`src/rtl/eq2_bist_sequencer_if.sv`:
```
// Bus bundle between the eq2 BIST sequencer and its environment:
// stimulus/response pins of the comparator plus run control and result reporting.
interface eq2_bist_sequencer_if #(
    parameter int ERR_W = 5
);
    // start is a level request, accepted only on an IDLE edge (no ready; extra starts are dropped);
    // done is a one-cycle completion pulse, and results stay valid until the next accepted start.
    logic             start;
    logic             aeqb;
    logic [1:0]       a;
    logic [1:0]       b;
    logic             busy;
    logic             done;
    logic             pass;
    logic [ERR_W-1:0] err_cnt;
    logic             fail_valid;
    logic [3:0]       first_fail_vec;
    logic [1:0]       state_dbg;

    modport master (
        input  start, aeqb,
        output a, b, busy, done, pass, err_cnt, fail_valid, first_fail_vec, state_dbg
    );

    modport slave (
        output start, aeqb,
        input  a, b, busy, done, pass, err_cnt, fail_valid, first_fail_vec, state_dbg
    );
endinterface

```
`src/rtl/eq2_bist_sequencer.sv`:
```
// Walks all 16 {a,b} vectors through an eq2 comparator, holding each for HOLD_CYCLES
// before sampling aeqb, and reports error count, pass and the first failing vector.
module eq2_bist_sequencer #(
    parameter int HOLD_CYCLES = 4,
    parameter int ERR_W       = 5
) (
    input  logic                  clk,
    input  logic                  reset_n,
    eq2_bist_sequencer_if.master  bus
);
    localparam logic [1:0] S_IDLE   = 2'd0;
    localparam logic [1:0] S_DRIVE  = 2'd1;
    localparam logic [1:0] S_SAMPLE = 2'd2;
    localparam logic [1:0] S_FINISH = 2'd3;

    localparam logic [7:0] HOLD_RELOAD = 8'(HOLD_CYCLES - 1);

    logic [1:0]       state_q, state_d;
    logic [7:0]       hold_q, hold_d;
    logic [3:0]       idx_q, idx_d;
    logic [1:0]       a_q, a_d;
    logic [1:0]       b_q, b_d;
    logic             busy_q, busy_d;
    logic             done_q, done_d;
    logic             pass_q, pass_d;
    logic [ERR_W-1:0] err_cnt_q, err_cnt_d;
    logic             fail_valid_q, fail_valid_d;
    logic [3:0]       first_fail_vec_q, first_fail_vec_d;

    logic expect_eq;
    logic mismatch;

    assign expect_eq = (idx_q[3:2] == idx_q[1:0]);
    assign mismatch  = (bus.aeqb != expect_eq);

    always_comb begin
        state_d          = state_q;
        hold_d           = hold_q;
        idx_d            = idx_q;
        a_d              = a_q;
        b_d              = b_q;
        busy_d           = busy_q;
        done_d           = 1'b0;
        pass_d           = pass_q;
        err_cnt_d        = err_cnt_q;
        fail_valid_d     = fail_valid_q;
        first_fail_vec_d = first_fail_vec_q;

        case (state_q)
            S_IDLE: begin
                if (bus.start) begin
                    state_d          = S_DRIVE;
                    hold_d           = HOLD_RELOAD;
                    idx_d            = 4'd0;
                    a_d              = 2'd0;
                    b_d              = 2'd0;
                    busy_d           = 1'b1;
                    pass_d           = 1'b0;
                    err_cnt_d        = '0;
                    fail_valid_d     = 1'b0;
                    first_fail_vec_d = 4'd0;
                end
            end
            S_DRIVE: begin
                if (hold_q == 8'd0) begin
                    state_d = S_SAMPLE;
                end else begin
                    hold_d = hold_q - 8'd1;
                end
            end
            S_SAMPLE: begin
                if (mismatch) begin
                    if (err_cnt_q != '1) begin
                        err_cnt_d = err_cnt_q + ERR_W'(1);
                    end
                    if (!fail_valid_q) begin
                        fail_valid_d     = 1'b1;
                        first_fail_vec_d = idx_q;
                    end
                end
                if (idx_q == 4'd15) begin
                    // pass is settled together with the final error count so it is valid alongside done
                    state_d = S_FINISH;
                    busy_d  = 1'b0;
                    done_d  = 1'b1;
                    a_d     = 2'd0;
                    b_d     = 2'd0;
                    pass_d  = (err_cnt_d == '0);
                end else begin
                    state_d = S_DRIVE;
                    idx_d   = idx_q + 4'd1;
                    hold_d  = HOLD_RELOAD;
                    a_d     = idx_d[3:2];
                    b_d     = idx_d[1:0];
                end
            end
            default: begin
                state_d = S_IDLE;
            end
        endcase
    end

    always_ff @(posedge clk) begin
        if (!reset_n) begin
            state_q          <= S_IDLE;
            hold_q           <= 8'd0;
            idx_q            <= 4'd0;
            a_q              <= 2'd0;
            b_q              <= 2'd0;
            busy_q           <= 1'b0;
            done_q           <= 1'b0;
            pass_q           <= 1'b0;
            err_cnt_q        <= '0;
            fail_valid_q     <= 1'b0;
            first_fail_vec_q <= 4'd0;
        end else begin
            state_q          <= state_d;
            hold_q           <= hold_d;
            idx_q            <= idx_d;
            a_q              <= a_d;
            b_q              <= b_d;
            busy_q           <= busy_d;
            done_q           <= done_d;
            pass_q           <= pass_d;
            err_cnt_q        <= err_cnt_d;
            fail_valid_q     <= fail_valid_d;
            first_fail_vec_q <= first_fail_vec_d;
        end
    end

    assign bus.a              = a_q;
    assign bus.b              = b_q;
    assign bus.busy           = busy_q;
    assign bus.done           = done_q;
    assign bus.pass           = pass_q;
    assign bus.err_cnt        = err_cnt_q;
    assign bus.fail_valid     = fail_valid_q;
    assign bus.first_fail_vec = first_fail_vec_q;
    assign bus.state_dbg      = state_q;
endmodule

```
`src/flat_wrapper.sv`:
```
// flat-port wrapper written by rule: the top's interface ports become plain ports
module eq2_bist_sequencer_flat 
#(
    parameter int HOLD_CYCLES = 4,
    parameter int ERR_W       = 5
)
  (clk, reset_n, bus_start, bus_aeqb, bus_a, bus_b, bus_busy, bus_done, bus_pass, bus_err_cnt, bus_fail_valid, bus_first_fail_vec, bus_state_dbg);
  eq2_bist_sequencer_if #(.ERR_W(ERR_W)) bus_i ();
  input  logic clk;
  input  logic reset_n;
  input wire logic [$bits(bus_i.start)-1:0] bus_start;
  input wire logic [$bits(bus_i.aeqb)-1:0] bus_aeqb;
  output wire logic [$bits(bus_i.a)-1:0] bus_a;
  output wire logic [$bits(bus_i.b)-1:0] bus_b;
  output wire logic [$bits(bus_i.busy)-1:0] bus_busy;
  output wire logic [$bits(bus_i.done)-1:0] bus_done;
  output wire logic [$bits(bus_i.pass)-1:0] bus_pass;
  output wire logic [$bits(bus_i.err_cnt)-1:0] bus_err_cnt;
  output wire logic [$bits(bus_i.fail_valid)-1:0] bus_fail_valid;
  output wire logic [$bits(bus_i.first_fail_vec)-1:0] bus_first_fail_vec;
  output wire logic [$bits(bus_i.state_dbg)-1:0] bus_state_dbg;
  assign bus_i.start = bus_start;
  assign bus_i.aeqb = bus_aeqb;
  assign bus_a = bus_i.a;
  assign bus_b = bus_i.b;
  assign bus_busy = bus_i.busy;
  assign bus_done = bus_i.done;
  assign bus_pass = bus_i.pass;
  assign bus_err_cnt = bus_i.err_cnt;
  assign bus_fail_valid = bus_i.fail_valid;
  assign bus_first_fail_vec = bus_i.first_fail_vec;
  assign bus_state_dbg = bus_i.state_dbg;
  eq2_bist_sequencer #(.HOLD_CYCLES(HOLD_CYCLES), .ERR_W(ERR_W)) u_core (.clk(clk), .reset_n(reset_n), .bus(bus_i));
endmodule
```
`config.mk`:
```
export PLATFORM = sky130hd
export DESIGN_NAME = eq2_bist_sequencer_flat
export DESIGN_NICKNAME = d
export VERILOG_FILES = /design/src/rtl/eq2_bist_sequencer_if.sv /design/src/rtl/eq2_bist_sequencer.sv /design/src/flat_wrapper.sv
export SDC_FILE = /design/constraint.sdc
export NUM_CORES = 1
export LEC_CHECK = 0
export ABC_CLOCK_PERIOD_IN_PS = 2600
export BUFFER_PORTS_ARGS = -buffer_cell sky130_fd_sc_hd__buf_2
export CORE_ASPECT_RATIO = 0.75
export CORE_MARGIN = 2
export CORE_UTILIZATION = 55
export DETAILED_ROUTE_END_ITERATION = 8
export PLACE_DENSITY = 0.8
export SETUP_SLACK_MARGIN = 0.15
export SKIP_CTS_REPAIR_TIMING = 1
export SLEW_MARGIN = 10
export SYNTH_ARGS = -nofsm -noshare
export SYNTH_HDL_FRONTEND = slang
export SYNTH_SLANG_ARGS = --single-unit
```
`constraint.sdc`:
```
create_clock -name clk -period 2.6 [get_ports clk]
set_input_delay 0.26 -clock clk [delete_from_list [all_inputs] [get_ports clk]]
set_output_delay 0.26 -clock clk [all_outputs]
set_load 0.01 [all_outputs]
```
After elaboration in Yosys (flattened, before gate mapping)
Cells that the tools add are included.
Widths: inputs -> output; s select.
- flip-flop bits (word level): 31
- bits of input ports: 4
- output and inout port bits: 19
- logic and storage cells: 73
- add/subtract/negate cells: 3
- mux-type cells: 33
- reduce and logical (&&, ||, !) cells: 13
- equal/unequal tests: 13
- operators with widths (kind ; count):
    $mux 8 ; 3
    $pmux 8 s3 ; 1
    $mux 5 ; 4
    $mux 4 ; 4
    $pmux 4 s2 ; 2
    $mux 2 ; 6
    $pmux 5 s2 ; 1
    $reduce_and 3->1 ; 3
    $logic_not 8->1 ; 1
    $ne 2x2->1 const B ; 4
    $pmux 2 s2 ; 2
    $reduce_and 4->1 ; 2
    $sub 8x1->8 const B ; 1
    $mux 1 ; 6
    $ne 2x1->1 const B ; 3
    $pmux 1 s2 ; 3
    $pmux 2 s3 ; 1
    $reduce_and 2->1 ; 3
    $add 5x1->5 const B ; 1
    $logic_not 5->1 ; 1
    $ne 5x5->1 const B ; 1
    $add 4x1->4 const B ; 1
    $eq 4x4->1 const B ; 1
    $reduce_bool 3->1 ; 1
    6 further kinds ; 6

Logic depth before layout (Yosys ltp)
- depth in word-level cells: 7
- mapped depth: 6

Worst setup path before layout
No wires, ideal clock.
- path type: reg-to-reg
- from: reg u_core.err_cnt_q[0], in the netlist u_core.bus.err_cnt[0]
- to: reg u_core.pass_q, in the netlist u_core.bus.pass
- arrival time: 1.760 ns
- required time: 2.485 ns
- slack: 0.725 ns
- library setup time: 0.115 ns
- stages on the path, launching flop included: 7
- cells stage by stage: dfxtp_1 ha_1 and3_1 and2_1 a21oi_1 mux2_2 a31o_1
- word-level cells in the longest chain between the ends: 7
- ends and longest elaborated chain (element ; RTL line ; source):
    start: declaration ; eq2_bist_sequencer.sv:26 ; logic [ERR_W-1:0] err_cnt_q, err_cnt_d;
    start signal: assignment ; eq2_bist_sequencer.sv:125 ; err_cnt_q <= err_cnt_d;
    $add 5x1->5 / $ne 5x5->1 (equally long branches) ; eq2_bist_sequencer.sv:74, eq2_bist_sequencer.sv:73 ;
    $mux 5 ; eq2_bist_sequencer.sv:73 ; if (err_cnt_q != '1) begin
    $mux 5 * ; eq2_bist_sequencer.sv:72 ; if (mismatch) begin
    $mux 5 * ; eq2_bist_sequencer.sv:49 ; case (state_q)
    $logic_not 5->1 * ; eq2_bist_sequencer.sv:88 ; pass_d = (err_cnt_d == '0);
    $mux 1 * ; eq2_bist_sequencer.sv:81 ; if (idx_q == 4'd15) begin
    $pmux 1 s2 * ; eq2_bist_sequencer.sv:49 ;
    end signal: assignment ; eq2_bist_sequencer.sv:124 ; pass_q <= pass_d;
    end: declaration ; eq2_bist_sequencer.sv:25 ; logic pass_q, pass_d;
Mark *: on every way between the ends. The rest lies on a longest branch, timed or not. The select of a mux whose other input is x is not followed.
A chain may end at the register's enable or synchronous reset.

Worst setup path after layout
Ends and elaborated chain as after synthesis.

==> run_results.csv <==
group,metric,value,unit
logic_synthesis,synth_top_area_cell,"dfxtp_1",
grt,grt_pass1_wl,6000,um
timing,clock_skew,0.00348,ns
worst_setup_path,crit_arrival,2.25,ns
timing,tightest_slew,0.503,ns
timing,setup_violations,0,
worst_setup_path,worstPathCellList,"ha_1 -> and3_1 -> and2_1 -> a21oi_1 -> mux2_2 -> a31o_1",
timing,post-route-period-util,0.796,
logic_synthesis,yosys-top-cells-area,"dfxtp_1 40%, nor2_1 4.6%, xor2_1 4.5%",
hold_path,hold_class,"in -> reg",
placed_design,place_congestion,0.859,
worst_setup_path,crit_slowest_cell,"dfxtp_1",
placed_design,dpl.cell_count,232,
clock_tree,clock_sinks,31,
grt,grt_pass1_vias,1347,
worst_setup_path,cp-start-kind,"register",
cells_and_area,fin_nets,211,
floorplanning,dieArea,3260,um2
pwr,power.total,1.18,mW
floorplanning,start_util,0.586,
floorplanning,die_y,50.0,um
pwr,p_leak,0.741,nW
logic_synthesis,synth_cell_types,48,
logic_synthesis,syn_nets,189,
timing,fin_crit,2.07,ns
timing,rsz0062_at_grt,"no",
cells_and_area,drive_above_1_share,0.186,
pwr,peakVddDrop,0.456,mV
logic_synthesis,synthFlopType,"dfxtp_1",
worst_setup_path,required,2.78,ns
grt,grt_max_degree,19,
routing,dr.pass1.iters,4,
worst_setup_path,crit_fanout,8,
timing,hold_viol,0,
cells_and_area,most-common-layout-cells,"31 x dfxtp_1, 22 x buf_2, 19 x nor2_1, 15 x nand2_1, 12 x a21oi_1",
pwr,power_density,666,nW/um2
timing,fmaxAchievable,483,MHz
placed_design,dpl.hpwl,2480,um
logic_synthesis,async_flop_share,0,
grt,antenna_found_initial,0,
routing,drc,0,
floorplanning,io_pins,23,
clock_tree,clk_pin_slew,0.06,ns
logic_synthesis,avgSynthCellArea,8.56,um2
grt,overflow,0,
logic_synthesis,synth_edf_count,0,
logic_synthesis,syn_area,1550,um2
routing,wl,3540,um
cells_and_area,area_growth,14.5,%
timing,final_max_slew_viol_count,0,
routing,wl_per_cell,14.7,um
worst_setup_path,path_class,"reg -> reg",
placed_design,post-place-ws,0.594,ns
clock_tree,htree_levels,2,
timing,hold_ws,0.301,ns
floorplanning,fp.dieW,65.3,um
worst_setup_path,max_stage_delay,0.38,ns
timing,fin_ws,0.531,ns
routing,drtAntennaViolNets,0,
cells_and_area,mostFrequentLayoutCell,"dfxtp_1",
logic_synthesis,netlist.area_leader.share,0.401,
logic_synthesis,ys_seq_elements,31,
timing,slew_headroom,0.664,
floorplanning,core_area,2640,um2
grt,grt.total_usage,0.245,
cells_and_area,diodes,0,
job,maxCapViolations,0,
routing,avgViaCountPerCell,5.95,
floorplanning,rows,16,
clock_tree,cts_inserted_buffers,5,
logic_synthesis,synth.yosys.seq_area_share,0.401,
status,status,"complete, no violations",
clock_tree,root_buffer,"clkbuf_8",
clock_tree,cts_tree,"built",
logic_synthesis,synthCells,181,
routing,drtIter0Drc,129,
timing,tns,0,ns
clock_tree,cts_buffer_depth,2,
worst_setup_path,worstSetupEndpointType,"register",
logic_synthesis,ys_warn_count,0,
cells_and_area,final_cells,240,
placed_design,io_buffers,22,
routing,dr_total_vias,1428,
clock_tree,clock_latency,0.28,ns
stage by stage:
stage	area, um2	utilization
floorplan	1550	-
global placement	1670	0.634
detailed placement	1670	0.634
CTS	1770	0.671
global route	1770	0.671
finish	1770	0.671
Yosys cell counts, drive strengths merged, types with 4 or more instances:
master / count
dfxtp: 31
nor2: 19
nand2: 16
a21oi: 12
nand3: 10
o21ai: 10
xor2: 8
nor3: 5
buf: 4
clkbuf: 4
ha: 4
inv: 4
final timing paths:
check,start,to,slack [ns],cells past startpoint
setup / recovery,u_core.bus.err_cnt[0],u_core.bus.pass,0.53,6
hold / removal,reset_n,u_core.bus.state_dbg[1],0.30,3
setup reg to reg,u_core.bus.err_cnt[0],u_core.bus.pass,0.53,6
hold reg to reg,u_core.bus.first_fail_vec[0],u_core.bus.first_fail_vec[0],0.45,2
where the power goes:
group	switching [mW]	total (mW)	internal [mW]
sequential	0.0327	0.536	0.503
clock	0.171	0.413	0.241
combinational	0.145	0.233	0.0887
total	0.349	1.18	0.833
registers in the layout, summed over array words and instances (netlist names), 2 cells and up:
name                       cells
u_core.hold_q                  8
u_core.bus.err_cnt             5
u_core.bus.first_fail_vec      4
u_core.idx_q                   4
u_core.bus.a                   2
u_core.bus.b                   2
u_core.bus.state_dbg           2
worst max-delay path, delay by kind of cell, from the launching register on:
family	cells	cell delay, ns
and+or+nand+nor	2	0.44
AOI/OAI and AO/OA	2	0.49
DFF	1	0.38
muxes	1	0.38
adders and majority gates	1	0.27
cells by family after synthesis:
kind of cell	after synthesis	share of synthesized area
flip-flops	31	0.401
XOR/XNOR	10	0.0565
AO/OA/AOI/OAI	47	0.213
AND/OR/NAND/NOR	75	0.250
adder cells (fa/ha/maj)	4	0.0323
buffers and inverters	12	0.0339
multiplexers	2	0.0137
final cells by class:
class	instances	area, um2
Clock buffer	8	100
Sequential cell	31	621
Timing Repair Buffer	23	118
Tap cell	36	45.0
Fill cell	227	868
Inverter	4	15.0
Multi-Input combinational cell	138	876
per-layer routing:
layer	share of wire	wire length (um)	vias to the layer above	global-route usage
li1	-	-	696	-
met1	0.47	1660	680	0.310
met2	0.46	1620	44	0.371
met3	0.057	200	8	0.0959
met4	0.017	59	0	0.101
met5	0	0	-	0
Note: power is estimated with default switching activity, not from simulation.
